==> config.mk <==
export PLATFORM = sky130hd
export DESIGN_NAME = clk_div_prog
export DESIGN_NICKNAME = d
export VERILOG_FILES = /design/src/rtl/rgb_ctrl_pkg.sv /design/src/rtl/clk_div_prog.sv
export SDC_FILE = /design/constraint.sdc
export NUM_CORES = 1
export LEC_CHECK = 0
export BUFFER_PORTS_ARGS = -buffer_cell sky130_fd_sc_hd__buf_2
export CAP_MARGIN = 40
export CORE_MARGIN = 2
export CORE_UTILIZATION = 40
export DETAILED_ROUTE_END_ITERATION = 12
export PLACE_DENSITY = 0.65
export SYNTH_ARGS = -nofsm -noshare
export SYNTH_HDL_FRONTEND = slang
export SYNTH_SLANG_ARGS = --single-unit
==> constraint.sdc <==
create_clock -name clk -period 5.4 [get_ports clk]
set_clock_uncertainty 0.1 [all_clocks]
set_input_delay 0.81 -clock clk [delete_from_list [all_inputs] [get_ports clk]]
set_output_delay 0.81 -clock clk [all_outputs]
set_load 0.05 [all_outputs]
==> src/rtl/rgb_ctrl_pkg.sv <==
// Constants shared by the RGB display controller timing blocks.
package rgb_ctrl_pkg;
   localparam int MIN_DIV     = 2;
   localparam int RGB_DEF_DIV = 4;
endpackage

==> src/rtl/clk_div_prog.sv <==
// Programmable divider: registered level plus rise/fall enables, period = o_div_cur cycles.
// cfg handshake holds ready low until the pending divisor applies at a wrap (or at once if idle).
module clk_div_prog
   import rgb_ctrl_pkg::*;
#(
   parameter int CNT_W   = 8,
   parameter int DEF_DIV = RGB_DEF_DIV
) (
   input  logic             clk,
   input  logic             i_rst_n,
   input  logic             i_en,
   input  logic             i_cfg_valid,
   input  logic [CNT_W-1:0] i_cfg_div,
   output logic             o_cfg_ready,
   output logic             o_clk_div,
   output logic             o_ce_rise,
   output logic             o_ce_fall,
   output logic [CNT_W-1:0] o_div_cur
);

   localparam logic [CNT_W-1:0] DEF_N = CNT_W'(DEF_DIV);
   localparam logic [CNT_W-1:0] MIN_N = CNT_W'(MIN_DIV);

   logic [CNT_W-1:0] cnt_q, cnt_d;
   logic [CNT_W-1:0] div_cur_q, div_cur_d;
   logic [CNT_W-1:0] div_pend_q, div_pend_d;
   logic             pend_q, pend_d;
   logic             rdy_q, rdy_d;
   logic             clk_q, clk_d;
   logic             rise_q, rise_d;
   logic             fall_q, fall_d;
   logic             wrap;
   logic             xfer;
   logic [CNT_W-1:0] hi_start;

   always_comb begin
      wrap       = i_en && (cnt_q == div_cur_q - 1'b1);
      xfer       = i_cfg_valid && rdy_q;
      div_pend_d = div_pend_q;
      div_cur_d  = div_cur_q;
      pend_d     = pend_q;
      rdy_d      = rdy_q;

      // ready is only high while nothing is pending, so accept and apply never collide
      if (xfer) begin
         div_pend_d = (i_cfg_div < MIN_N) ? MIN_N : i_cfg_div;
         pend_d     = 1'b1;
         rdy_d      = 1'b0;
      end else if (pend_q && (wrap || !i_en)) begin
         div_cur_d = div_pend_q;
         pend_d    = 1'b0;
         rdy_d     = 1'b1;
      end

      if (!i_en || wrap) begin
         cnt_d = '0;
      end else begin
         cnt_d = cnt_q + 1'b1;
      end

      // Outputs are derived from next-state so they line up with the count they describe
      hi_start = div_cur_d - (div_cur_d >> 1);
      clk_d    = i_en && (cnt_d >= hi_start);
      rise_d   = i_en && (cnt_d == hi_start);
      fall_d   = wrap;
   end

   always_ff @(posedge clk or negedge i_rst_n) begin
      if (!i_rst_n) begin
         cnt_q      <= '0;
         div_cur_q  <= DEF_N;
         div_pend_q <= DEF_N;
         pend_q     <= 1'b0;
         rdy_q      <= 1'b1;
         clk_q      <= 1'b0;
         rise_q     <= 1'b0;
         fall_q     <= 1'b0;
      end else begin
         cnt_q      <= cnt_d;
         div_cur_q  <= div_cur_d;
         div_pend_q <= div_pend_d;
         pend_q     <= pend_d;
         rdy_q      <= rdy_d;
         clk_q      <= clk_d;
         rise_q     <= rise_d;
         fall_q     <= fall_d;
      end
   end

   assign o_cfg_ready = rdy_q;
   assign o_clk_div   = clk_q;
   assign o_ce_rise   = rise_q;
   assign o_ce_fall   = fall_q;
   assign o_div_cur   = div_cur_q;

endmodule

==> reports/metrics.csv, run 1 <==
stage,metric,value,unit
sta,rsz0062_at_grt,no,
cells_and_area,multi_input_area,1210,um^2
clocking,clock_latency,0.28,ns
cells_and_area,register_area,729,um^2
synthesis,synth_area_leader_cell,dfrtp_1,
placement,postPlaceCellArea,2230,um^2
clocking,cts_made_buffers,5,
synthesis,synthTopCellsByArea,"dfrtp_1 32%, ha_1 9.2%, xnor2_1 5.1%",
placement,io_buffers,23,
min_path,hold_path.class,reg2reg,
cells_and_area,drive_above_1_share,22.6,%
synthesis,synth_ff_type,dfrtp_1,
synthesis,synth_seq_cells,29,
synthesis,synth_fp_nets,244,
synthesis,avgSynthCellArea,9.42,um^2
drt,via_per_inst,5.09,
sta,finalSetupViolations,0,
global_routing,antenna_found_initial,0,
global_routing,globalRouteOverflowTotal,0,
critical_path,crit_arrival,4.96,ns
clocking,cts_resized,0,
cells_and_area,diodes,0,
clocking,post_cts.repair.setup_buffers,0,
critical_path,cp.required,5.46,ns
die,die_w,75.5,um
critical_path,cp-start-kind,flip-flop,
cells_and_area,nNetsFinal,269,
sta,slew_headroom,56.5,%
synthesis,ys_warn_count,0,
cells_and_area,area_growth,13.8,%
sta,worst_pin_slew,0.652,ns
critical_path,cp-end-kind,flip-flop,
pwr,ir_worst_vdd,95.3,uV
synthesis,synthSimpleGateAreaFrac,20.8,%
synthesis,synth_top_area_share,31.8,%
synthesis,synthCells,217,
critical_path,path_max_fanout,6,
synthesis,synth_edf_count,0,
drt,drc,0,
status,outcome,"finished, final reports clean",
min_path,holdPathStages,1,
sta,period_share,90.7,%
synthesis,yosys.area_share.adder,9.18,%
die,initial_core_util,40.8,%
global_routing,grt_max_degree,30,
sta,fin_tns_setup,0,ns
run,cap_violations,0,
cells_and_area,design_area,2330,um^2
drt,drt-pass1-iter-count,4,
placement,gp_congestion,0.837,
clocking,cts_max_level,2,
synthesis,async_flop_share,100,%
pwr,power_density,212,nW/um^2
global_routing,grt_pass1_vias,1442,
global_routing,grtUsageTotal,16.0,%
synthesis,synth_compound_area_share,11.5,%
synthesis,synth_cell_types,46,
synthesis,netlist_area,2040,um^2
synthesis,synth_xor_area_share,8.57,%
critical_path,crit_type,reg2reg,
drt,wl_per_cell,13.3,um
clocking,clk_pin_slew,0.06,ns
synthesis,synth_top_family_by_area,simple AND/OR/NAND/NOR gates,
placement,dp_hpwl,3.29,mm
drt,ant_nets,0,
die,top_level_ports,24,
sta,max_freq,204,MHz
clocking,ctsHoldBuffers,0,
sta,worst_hold_slack,0.398,ns
drt,vias,1593,
global_routing,grt_first_pass_wirelength,6.73,mm
cells_and_area,fin_util,46.5,%
die,die_h,75.5,um
pwr,p_leak,1.15,nW
sta,min_period,4.90,ns
sta,hold_viol,0,
clocking,cts_tree,built,
synthesis,synth_seq_area_share,35.7,%
clocking,clock-sinks,29,
sta,final_max_slew_viol_count,0,
synthesis,synthMuxAreaShare,9.36,%
drt,drt_iter0_drc,39,
drt,finalWirelength,4.17,mm
die,core-area,5010,um^2
clocking,cts_root_buffer,clkbuf_8,
critical_path,reg2reg_depth,21,
cells_and_area,nFillCells,515,
clocking,cts_buffer_depth,2,
die,die_area,5700,um^2
die,row_count,26,
[cell type report]
type,count,area share [%]
inverters,17,2.74
repair buffers,25,5.59
clock inverters,1,0.215
well taps,70,3.76
clock buffers,7,4.14
multi-input cells,164,52.2
flip-flops and latches,29,31.3
[placed cells by master, fill, tap and decap left out, types with 8 or more instances in the layout]
| cell type | instances |
|---|---|
| xor2_1 | 8 |
| mux2_2 | 9 |
| ha_1 | 15 |
| nor2_1 | 16 |
| nand3_1 | 9 |
| dfrtp_1 | 26 |
| xnor2_1 | 12 |
| inv_1 | 17 |
| nand2_1 | 16 |
| buf_2 | 23 |
| mux2i_1 | 9 |
[cell usage after synthesis, types with 4 or more instances]
master and n:
a21oi_1 7, clkbuf_1 4, dfrtp_1 26, ha_1 15, inv_1 17, mux2_2 9
mux2i_1 9, nand2_1 16, nand2b_1 4, nand3_1 9, nor2_1 16, nor2b_1 7
nor3_1 5, o21a_1 4, o21ai_0 5, xnor2_1 12, xor2_1 8
[logic make-up (layout without fill, tap and decap cells)]
logic type / Yosys count / count (layout)
and+or+nand+nor: 79 / 79
AOI/OAI and AO/OA: 32 / 32
DFF: 29 / 29
buffers and inverters: 24 / 50
xor gates and xnor gates: 20 / 20
muxes: 18 / 18
adders and majority gates: 15 / 15
[power breakdown]
part | internal, W | switching (W) | leakage, nW
sequential | 0.000225 | 0.00000624 | 0.381
combinational | 0.0000256 | 0.0000409 | 0.714
clock | 0.000115 | 0.0000817 | 0.0542
[metal layers]
layer	track usage (%)	routed length (um)	vias to the layer above
li1	-	-	811
met1	20.8	1990	756
met2	25.8	1980	19
met3	3.44	107	7
met4	7.02	77	0
met5	0	0	-
[critical path, stage by stage, from the launching register on]
cell and delay, ns:
dfrtp_1 0.43, or4_1 0.63, or4_1 0.53, a21oi_1 0.18, o211ai_2 0.18, a21oi_4 0.25
mux2_2 0.40, xnor2_1 0.14, ha_1 0.25, inv_1 0.08, nor2_1 0.04, a21oi_1 0.14
xnor2_1 0.14, ha_1 0.26, o21a_1 0.10, o21a_1 0.16, o21a_1 0.16, o21a_1 0.15
o21ai_0 0.15, nand2b_1 0.07, a21oi_1 0.15, o21bai_1 0.07
[through the flow]
| step | cells | worst slack [ns] | total power, W |
|---|---|---|---|
| global route | 313 | 0.170 | 0.000517 |
| CTS | 313 | 0.488 | 0.000499 |
| global placement | 305 | 0.640 | 0.000301 |
| floorplan | 217 | 0.428 | 0.000281 |
| finish | 313 | 0.504 | 0.000494 |
| detailed placement | 305 | 0.505 | 0.000302 |
[sequential cells by signal (all words and copies together), names as in the netlist]
signal and flops:
o_div_cur 8, cnt_q 8, o_cfg_ready 1, pend_q 1, o_ce_rise 1, o_ce_fall 1
o_clk_div 1, div_pend_q 8
[worst paths after layout]
kind | start | end | slack [ns]
worst max-delay path | o_div_cur[1] | o_clk_div | 0.50
worst min-delay path | o_cfg_ready | o_cfg_ready | 0.40
worst max register to register | o_div_cur[1] | o_clk_div | 0.50
worst min register to register | o_cfg_ready | o_cfg_ready | 0.40
max in group asynchronous | i_rst_n | o_div_cur[5] | 4.32
min in group asynchronous | i_rst_n | o_ce_fall | 0.46
Power figures use the tool's default switching activity.
==> inputs of run 2 (changes only) <==
--- a/config.mk
+++ b/config.mk
@@ -8,9 +8,9 @@
 export BUFFER_PORTS_ARGS = -buffer_cell sky130_fd_sc_hd__buf_2
 export CAP_MARGIN = 40
 export CORE_MARGIN = 2
-export CORE_UTILIZATION = 40
+export CORE_UTILIZATION = 55
 export DETAILED_ROUTE_END_ITERATION = 12
-export PLACE_DENSITY = 0.65
+export PLACE_DENSITY = 0.83
 export SYNTH_ARGS = -nofsm -noshare
 export SYNTH_HDL_FRONTEND = slang
 export SYNTH_SLANG_ARGS = --single-unit
==> run 2 against run 1 <==
  * Register-to-register slack got worse by 0.07 ns
  * Core utilization up 17 points
  * Sequential cell count did not move
  * Count of clock-buffer cells in the layout grew 1
  * Critical path type unchanged
==> reports/metrics.csv, run 2 (synthesized netlist as in run 1, its figures left out) <==
stage,metric,value,unit,change
critical_path,cp-startpoint,o_div_cur[1],,unchanged
die,core-area,3610,um^2,was 5010 um^2
clocking,cts_max_level,2,,unchanged
cells_and_area,nFillCells,301,,was 515
clocking,post_cts.repair.setup_buffers,0,,unchanged
clocking,clock-sinks,29,,unchanged
clocking,ctsHoldBuffers,0,,unchanged
global_routing,grt_pass1_vias,1518,,was 1442
critical_path,regToRegEndpoint,o_clk_div,,unchanged
die,die_area,4220,um^2,was 5700 um^2
cells_and_area,nNetsFinal,268,,was 269
pwr,p_leak,1.14,nW,was 1.15 nW
critical_path,cpLargestDelayFamily,compound AO/OA/AOI/OAI gates,,unchanged
drt,drc,0,,unchanged
status,outcome,"finished, final reports clean",,unchanged
global_routing,antenna_found_initial,0,,unchanged
die,top_level_ports,24,,unchanged
sta,rsz0062_at_grt,no,,unchanged
critical_path,path_cells,or4_1 > or4_1 > a21oi_1 > o211ai_2 > a21oi_4 > buf_4 > mux2i_1 > inv_1 > ha_1 > o211ai_1 > nand3_1 > xnor2_1 > ha_1 > o21a_1 > o21a_1 > o21ai_0 > nand2b_1 > a21oi_1 > o21bai_1,,was or4_1 > or4_1 > a21oi_1 > o211ai_2 > a21oi_4 > mux2_2 > xnor2_1 > ha_1 > inv_1 > nor2_1 > a21oi_1 > xnor2_1 > ha_1 > o21a_1 > o21a_1 > o21a_1 > o21a_1 > o21ai_0 > nand2b_1 > a21oi_1 > o21bai_1
cells_and_area,diodes,0,,unchanged
global_routing,grtUsageTotal,22.1,%,was 16.0%
sta,max_freq,201,MHz,was 204 MHz
sta,worst_pin_slew,0.629,ns,was 0.652 ns
critical_path,reg2reg_from,o_div_cur[1],,unchanged
min_path,hold_path.class,reg2reg,,unchanged
global_routing,grt_first_pass_wirelength,6.97,mm,was 6.73 mm
critical_path,cp.depth,19,,was 21
pwr,swShare,25.8,%,was 26.1%
die,die_h,65.0,um,was 75.5 um
cells_and_area,multi_input_area,1210,um^2,unchanged
die,die_w,65.0,um,was 75.5 um
pwr,p_int,0.000354,W,was 0.000365 W
sta,final_max_slew_viol_count,0,,unchanged
placement,dp_hpwl,3.37,mm,was 3.29 mm
drt,drt-pass1-iter-count,4,,unchanged
cells_and_area,drive_above_1_share,21.5,%,was 22.6%
clocking,cts_resized,0,,unchanged
cells_and_area,register_area,729,um^2,unchanged
sta,fin_tns_setup,0,ns,unchanged
global_routing,globalRouteOverflowTotal,0,,unchanged
placement,io_buffers,23,,unchanged
drt,wl_per_cell,14.5,um,was 13.3 um
critical_path,reg2reg_depth,19,,was 21
sta,worst_hold_slack,0.397,ns,was 0.398 ns
pwr,seq_power_share,48.4,%,was 46.7%
die,initial_core_util,56.7,%,was 40.8%
drt,vias,1601,,was 1593
sta,hold_viol,0,,unchanged
clocking,cts_tree,built,,unchanged
pwr,power_density,209,nW/um^2,was 212 nW/um^2
clocking,clk_pin_slew,0.06,ns,about the same
pwr,ir_worst_vdd,199,uV,was 95.3 uV
critical_path,path_max_fanout,10,,was 6
sta,slew_headroom,58.1,%,was 56.5%
critical_path,slowest_delay,0.63,ns,about the same
critical_path,cp-end-kind,flip-flop,,unchanged
critical_path,r2r_slack,0.43,ns,was 0.50 ns
drt,ant_nets,0,,unchanged
critical_path,crit_arrival,5.03,ns,was 4.96 ns
clocking,cts_root_buffer,clkbuf_8,,unchanged
critical_path,crit_type,reg2reg,,unchanged
cells_and_area,area_growth,11.6,%,was 13.8%
clocking,cts_made_buffers,5,,unchanged
critical_path,slowest_stage,or4_1,,unchanged
run,cap_violations,0,,unchanged
sta,finalSetupViolations,0,,unchanged
cells_and_area,final_cell_mix,"26 x dfrtp_1, 23 x buf_2, 17 x inv_1",,unchanged
critical_path,path_buf_inv,2,,was 1
critical_path,cp.required,5.46,ns,about the same
critical_path,cp-start-kind,flip-flop,,unchanged
global_routing,grt_max_degree,30,,unchanged
placement,gp_congestion,0.910,,was 0.837
pwr,p_clk_share,37.6,%,was 39.8%
sta,period_share,92.0,%,was 90.7%
clocking,clock_latency,0.28,ns,about the same
pwr,power.net_switching,0.000123,W,was 0.000129 W
sta,min_period,4.97,ns,was 4.90 ns
drt,finalWirelength,4.20,mm,was 4.17 mm
critical_path,crit_end,o_clk_div,,unchanged
cells_and_area,final_common_cell,dfrtp_1,,unchanged
clocking,cts_buffer_depth,2,,unchanged
die,row_count,22,,was 26
drt,drt_iter0_drc,54,,was 39
pwr,pwr-share-comb,14.0,%,was 13.5%
drt,via_per_inst,5.52,,was 5.09
## run 2: area by class of cell
class / instances / share of cell area (%)
Multi-Input combinational cell: 164 / 53.3
Sequential cell: 29 / 32.0
Timing Repair Buffer: 24 / 5.38
Clock buffer: 8 / 3.95
Inverter: 17 / 2.80
Tap cell: 48 / 2.63
## run 2: per-stage QoR
stage / utilization, % / area (um^2) / power (W) / worst slack [ns] / cells
CTS: 63.3 / 2280 / 0.000481 / 0.416 / 290
global route: 63.3 / 2280 / 0.000499 / 0.0935 / 290
global placement: 60.8 / 2190 / 0.000300 / 0.612 / 282
detailed placement: 60.8 / 2190 / 0.000303 / 0.458 / 282
finish: 63.3 / 2280 / 0.000477 / 0.432 / 290
floorplan: - / 2040 / 0.000281 / 0.428 / 217
## run 2: worst min path at each step
stage,from,to,slack [ns],depth (start not counted)
finish,o_cfg_ready,o_cfg_ready,0.40,1
global route,o_cfg_ready,o_cfg_ready,0.41,1
CTS,o_cfg_ready,o_cfg_ready,0.40,1
detailed placement,o_cfg_ready,o_cfg_ready,0.39,1
global placement,div_pend_q[0],div_pend_q[0],0.38,2
floorplan,div_pend_q[0],div_pend_q[0],0.35,2
## run 2: power by group through the flow
| stage | clock [W] | combinational, W | sequential, W |
|---|---|---|---|
| after floorplan | 0 | 0.0000360 | 0.000245 |
| after global placement | 0 | 0.0000657 | 0.000235 |
| after detailed placement | 0 | 0.0000676 | 0.000235 |
| after CTS | 0.000182 | 0.0000680 | 0.000231 |
| after global routing | 0.000193 | 0.0000736 | 0.000232 |
| final | 0.000179 | 0.0000667 | 0.000231 |
## run 2: layer usage
layer  global-route usage, %  routed length, um  vias to the layer above
li1                        -                  -                      813
met2                    37.9               2110                       24
met4                    7.45                 72                        0
met5                       0                  0                        -
met3                    5.21                128                        7
met1                    27.3               1890                      757
